===== config.mk =====
export PLATFORM = sky130hd
export DESIGN_NAME = crc_engine
export DESIGN_NICKNAME = d
export VERILOG_FILES = /design/src/rtl/crc_engine.sv
export SDC_FILE = /design/constraint.sdc
export NUM_CORES = 1
export LEC_CHECK = 0
export CAP_MARGIN = 30
export CORE_UTILIZATION = 55
export DETAILED_ROUTE_END_ITERATION = 16
export GPL_TIMING_DRIVEN = 0
export PLACE_DENSITY = 0.78
export SKIP_CTS_REPAIR_TIMING = 1
export SYNTH_ARGS = -nofsm -noshare
export SYNTH_HDL_FRONTEND = slang
export SYNTH_SLANG_ARGS = --single-unit

===== constraint.sdc =====
create_clock -name clk_100Mz -period 2.7 [get_ports clk_100Mz]
set_clock_uncertainty 0.2 [all_clocks]
set_input_delay 0.405 -clock clk_100Mz [delete_from_list [all_inputs] [get_ports clk_100Mz]]
set_output_delay 0.405 -clock clk_100Mz [all_outputs]
set_load 0.1 [all_outputs]

===== src/rtl/crc_engine.sv =====
// Bit-serial-per-beat CRC engine: one DATA_W-bit beat per cycle, IDLE/RUN/DONE framing.
// Define CRC_ENGINE_CHECK_EN to add the registered crc_ok residue-check output.
module crc_engine #(
    parameter int          CRC_W   = 32,
    parameter logic [31:0] POLY    = 32'h04C11DB7,
    parameter logic [31:0] INIT    = 32'hFFFFFFFF,
    parameter logic [31:0] XOR_OUT = 32'hFFFFFFFF,
    parameter int          DATA_W  = 8,
    parameter bit          REFLECT = 1'b1,
    parameter logic [31:0] RESIDUE = 32'hC704DD7B
) (
    input  logic              clk_100Mz,
    input  logic              rst_n,
    input  logic              start,
    input  logic              din_valid,
    input  logic [DATA_W-1:0] din,
    input  logic              din_last,
    output logic              busy,
    output logic [CRC_W-1:0]  crc_out,
    output logic              crc_valid
`ifdef CRC_ENGINE_CHECK_EN
    ,
    output logic              crc_ok
`endif
);

    localparam logic [CRC_W-1:0] POLY_W = POLY[CRC_W-1:0];
    localparam logic [CRC_W-1:0] INIT_W = INIT[CRC_W-1:0];
    localparam logic [CRC_W-1:0] XOR_W  = XOR_OUT[CRC_W-1:0];

    typedef enum logic [1:0] {IDLE, RUN, DONE} state_t;

    state_t           state, state_nx;
    logic [CRC_W-1:0] crc_reg, crc_nx, seed;
    logic             accept;

    // Whole beat folded in one cycle; REFLECT selects which end of the beat goes first.
    function automatic logic [CRC_W-1:0] crc_beat(input logic [CRC_W-1:0] c,
                                                  input logic [DATA_W-1:0] d);
        logic [CRC_W-1:0] r;
        logic             fb;
        r = c;
        for (int i = 0; i < DATA_W; i++) begin
            fb = r[CRC_W-1] ^ (REFLECT ? d[i] : d[DATA_W-1-i]);
            r  = {r[CRC_W-2:0], 1'b0} ^ (fb ? POLY_W : '0);
        end
        return r;
    endfunction

    function automatic logic [CRC_W-1:0] bitrev(input logic [CRC_W-1:0] v);
        logic [CRC_W-1:0] r;
        for (int i = 0; i < CRC_W; i++) r[i] = v[CRC_W-1-i];
        return r;
    endfunction

    // start in RUN aborts and reseeds, so a beat arriving with start always sees INIT.
    assign accept = (state == RUN) || (state == IDLE && start);
    assign seed   = start ? INIT_W : crc_reg;

    always_comb begin
        state_nx = state;
        crc_nx   = crc_reg;
        case (state)
            IDLE, RUN: begin
                if (accept) begin
                    crc_nx   = seed;
                    state_nx = RUN;
                    if (din_valid) begin
                        crc_nx = crc_beat(seed, din);
                        if (din_last) state_nx = DONE;
                    end
                end
            end
            DONE:    state_nx = IDLE;
            default: state_nx = IDLE;
        endcase
    end

    always_ff @(posedge clk_100Mz) begin
        if (!rst_n) begin
            state     <= IDLE;
            crc_reg   <= INIT_W;
            crc_out   <= '0;
            crc_valid <= 1'b0;
`ifdef CRC_ENGINE_CHECK_EN
            crc_ok    <= 1'b0;
`endif
        end else begin
            state     <= state_nx;
            crc_reg   <= crc_nx;
            crc_valid <= (state == DONE);
            if (state == DONE) begin
                crc_out <= (REFLECT ? bitrev(crc_reg) : crc_reg) ^ XOR_W;
`ifdef CRC_ENGINE_CHECK_EN
                crc_ok  <= (crc_reg == RESIDUE[CRC_W-1:0]);
`endif
            end
        end
    end

    assign busy = (state != IDLE);

endmodule


[Word-level counts from Yosys, hierarchy flattened]
Index checks and enable logic that the tools add are counted.
Storage, ports and cells
  register bits: 67
  input bits: 13
  output and inout bits: 34
  word-level logic and storage cells: 42
Cells by class
  eq/ne operators: 2
  multiplexer cells: 12
  bitwise logic cells: 17
  reductions and logical operators: 7
Operators by type and width (count)
  XOR 32 x 27 -> 32 bit: 8
  two-way mux 27 bit: 8
  two-way mux 32 bit: 2
  inverter 32 bit: 1
  XOR 1 bit: 8
  two-way mux 2 bit: 2
  AND reduction 2 bit: 2
  equality test 2 x 1 -> 1 bit (second input constant): 1
  equality test 2 bit (second input constant): 1
  zero test 2 bit: 1
  nonzero test 2 bit: 1
  OR reduction 2 bit: 1
  logical AND 1 bit: 1
  logical OR 1 bit: 1

[Logic depth before layout (Yosys ltp)]
  depth after elaboration: 26
  depth in mapped cells: 9
  mapped depth without buffers: 6

[Worst setup path after synthesis]
Ideal clock, no wire load.
  path kind: input port to flip-flop
  start point: in din[5]
  end point: reg crc_reg[7]
  arrival: 1.905 ns
  data required time: 2.378 ns
  slack: 0.473 ns
  stages: 6
  cell sequence: buf_2 -> xor2_1 -> xnor3_2 -> xnor3_1 -> a21boi_1 -> o32a_1
Between the ends
  longest elaborated chain between the ends: 6
RTL lines
  start: declaration: line 16  | input logic [DATA_W-1:0] din,
  XOR 1 bit: line 44  | fb = r[CRC_W-1] ^ (REFLECT ? d[i] : d[DATA_W-1-i]);
  two-way mux 27 bit: line 45  | r = {r[CRC_W-2:0], 1'b0} ^ (fb ? POLY_W : '0);
  XOR 32 x 27 -> 32 bit (3 in series): line 45
  two-way mux 32 bit: line 68  | if (din_valid) begin
  end signal: assignment: line 90  | crc_reg <= crc_nx;
  end: declaration: line 34  | logic [CRC_W-1:0] crc_reg, crc_nx, seed;
No other way between the ends.
A chain may end at the register's enable or synchronous reset.

[Worst setup path after layout]
  start point: in din[4]
  end point: reg crc_reg[7]
Between the ends
  longest elaborated chain between the ends: 7
RTL lines (line)
  XOR 1 bit: 44
  two-way mux 27 bit: 45
  XOR 32 x 27 -> 32 bit (4 in series): 45
  two-way mux 32 bit: 68
No other way between the ends.

==> summary.txt <==
Routing
  – Vias: about 3100
  – 1st-iter DRT viols: ~340
  – Length of the first detailed-routing pass in iterations: 5
  – Routed len/inst: 16.3 um
  – DRC: 0
  – WL final: 9.20 mm
  – Vias per std cell: 5.56
  – Final ANT Viol Nets: 0

Power
  – Total internal power: a little under 2 mW
  – NetSw: between 0.9 and 1 mW
  – Worst VDD drop: 479 uV
  – Static Leak: roughly 1.7 nW
  – Comb power frac: 34.3%
  – PwrDens: 658 nW/um^2
  – Total power: 2.86 mW
  – Sw Ratio: 32.5%
  – Seq pwr share: 39.1%
  – Clock share of power: 26.6%

Floorplanning
  – Io pins: 47
  – Die height: between 80 and 90 um
  – Initial Util: 57.1%
  – Core area: 6390 um^2
  – Full die area: slightly below 7000 um^2
  – Die width: 83.4 um
  – # rows: 29

Timing
  – RSZ-0062 raised after global routing: false
  – Period Utilization, post-route: 90.6%
  – Actual slew at the worst max-slew pin: 0.972 ns
  – WHS: 0.291 ns
  – Fin. Hold Viols: 0
  – Max_slew headroom: around a third
  – Final-report max-slew violation count: 0
  – Final setup violation count: 0
  – Period minus WS final: 2.45 ns
  – Achievable Freq: 409 MHz

Clock tree
  – Clock Sinks: 67
  – CTS tree: done
  – CTS clk-pin slew, worst paths: 0.07 ns
  – Clock root cell: clkbuf_8
  – H-Tree Level Count: 3
  – Worst skew pair latency: 0.34 ns
  – CTS Buf Count: 9
  – Max clock buf depth: 2

Finish
  – Fillers: about 540
  – Footprint of the multi-input gates: roughly 2100 um^2
  – Share of cells above drive strength 1: between 8 and 9%
  – Final #Nets: roughly 500
  – Commonest non-fill, non-tap cell in the layout: nor2_1
  – Diodes inserted: 0
  – Final non-filler cell total: between 500 and 600
  – Most frequent cells in the layout: nor2_1 (108), dfxtp_1 (67), xnor2_1 (58), clkdlybuf4s50_1 (42), a21oi_1 (35)
  – Sequential cell area: roughly 1300 um^2
  – Final instance area: 4350 um^2
  – Fin util: 68.2%
  – Area grow syn2layout: 19.5%

Global route
  – GRT met3 Usage: 6.16%
  – First-pass GRT wire length: ~15 mm
  – Initial antenna violation count: 0
  – Largest net degree at the start of global routing: 12
  – Met2 Usage GRT: between 40% and 50%
  – Vias in the first global route: 2972
  – Total GRT Usage: between 20% and 30%
  – GRT overflow: 0
  – Gr busiest metal: met2
  – Routing usage on met1: between 30% and 40%

Synthesis
  – Synth unique cells: 32
  – #FFs+latches synth: 67
  – Cell Area, Synth: 3640 um^2
  – Sequential area share after synthesis: 36.8%
  – Synth warnings: 0
  – Cells after synthesis: 427
  – Synthesized net count: 440
  – Synth Area per Inst: about 8.5 um^2

Min path
  – Hold Crit Class: reg2reg

Run status
  – Status: finished clean

Job
  – Max Cap Viol: 0

Critical path
  – Crit Path Max Fanout: 4
  – Arr. time, crit path: between 2 and 2.5 ns
  – Worst setup SP type: input pin
  – Worst EP required: 2.73 ns
  – Crit. End Element: flip-flop
  – R2R setup slack: 0.37 ns
  – Crit Path Category: in2reg

Placed design
  – Routability cong.: 0.925
  – HPWL after DPL: 6.72 mm
  – Port buffer count: between 40 and 50
  – Placed Cells: 547
  – Cell Area, Placed: between 4000 and 5000 um^2
logic make-up (layout without fill, tap and decap cells):
logic type	count (synthesis)	after routing	synth area share, %
compound gates	77	77	12.3
xor+xnor	92	92	29.6
buf+inv	40	99	4.94
flops	67	67	36.8
mux	1	1	0.275
simple gates	150	150	16.1
metal layers:
layer | part of all wire (%) | vias to the layer above
met4 | 3.0 | 0
met2 | 44 | 128
met3 | 7.0 | 19
met5 | 0 | -
li1 | - | 1508
met1 | 46 | 1473
critical path, stage by stage:
cell and delay, ns:
clkdlybuf4s50_1 0.61, xor2_1 0.25, xnor3_2 0.51, xnor3_1 0.34
a21boi_1 0.08, o32a_1 0.28
final timing paths:
path	from	to	depth (start not counted)
min	crc_out[6]$_SDFFE_PN0P_	crc_out[6]$_SDFFE_PN0P_	2
min reg2reg	crc_out[6]$_SDFFE_PN0P_	crc_out[6]$_SDFFE_PN0P_	2
max reg2reg	crc_reg[29]$_SDFFE_PN1P_	crc_reg[7]$_SDFFE_PN1P_	7
max	din[4]	crc_reg[7]$_SDFFE_PN1P_	6
power groups by stage:
stage | logic [mW] | clock network (mW) | registers [mW]
5_1_grt | 1.05 | 0.827 | 1.12
4_1_cts | 0.969 | 0.764 | 1.12
6_report | 0.981 | 0.763 | 1.12
2_1_floorplan | 0.754 | 0 | 1.15
3_3_place_gp | 0.945 | 0 | 1.14
3_5_place_dp | 0.962 | 0 | 1.14
synth_stat cells, drive strengths merged:
cell     instances  area (um^2)
o32a             1         10.0
buf             19          101
o22ai           22          138
mux2i            1         10.0
xnor3           16          362
a21boi           1         7.51
nor2b            2         12.5
dfxtp           67         1340
xor2            12          105
o21ai            6         30.0
or2              2         12.5
inv              6         22.5
o2bb2ai          1         8.76
nand2b           1         6.26
nor2           109          412
clkbuf          15         56.3
xnor2           63          589
nor4             1         6.26
o211ai           1         7.51
xor3             1         23.8
a31oi            6         37.5
nand2           31          116
o221ai           3         26.3
nor3             4         20.0
a21oi           35          175
a211oi           1         7.51
area by class of cell:
type                    instances  area share, %
well taps                      77           2.21
plain buffers                  34           3.62
multi-input cells             320           48.8
clock inverters                 4          0.575
inverters                       6          0.517
repair buffers                 43           9.94
flip-flops and latches         67           30.8
clock buffers                  12           3.56
stage by stage:
step                      TNS, ns  setup slack, ns
after floorplan                 0            0.473
after global placement    -0.0595          -0.0568
after detailed placement  -0.0911          -0.0791
after CTS                       0           0.0384
after global routing            0            0.217
final                           0            0.253
(Power assumes the default switching activity.)
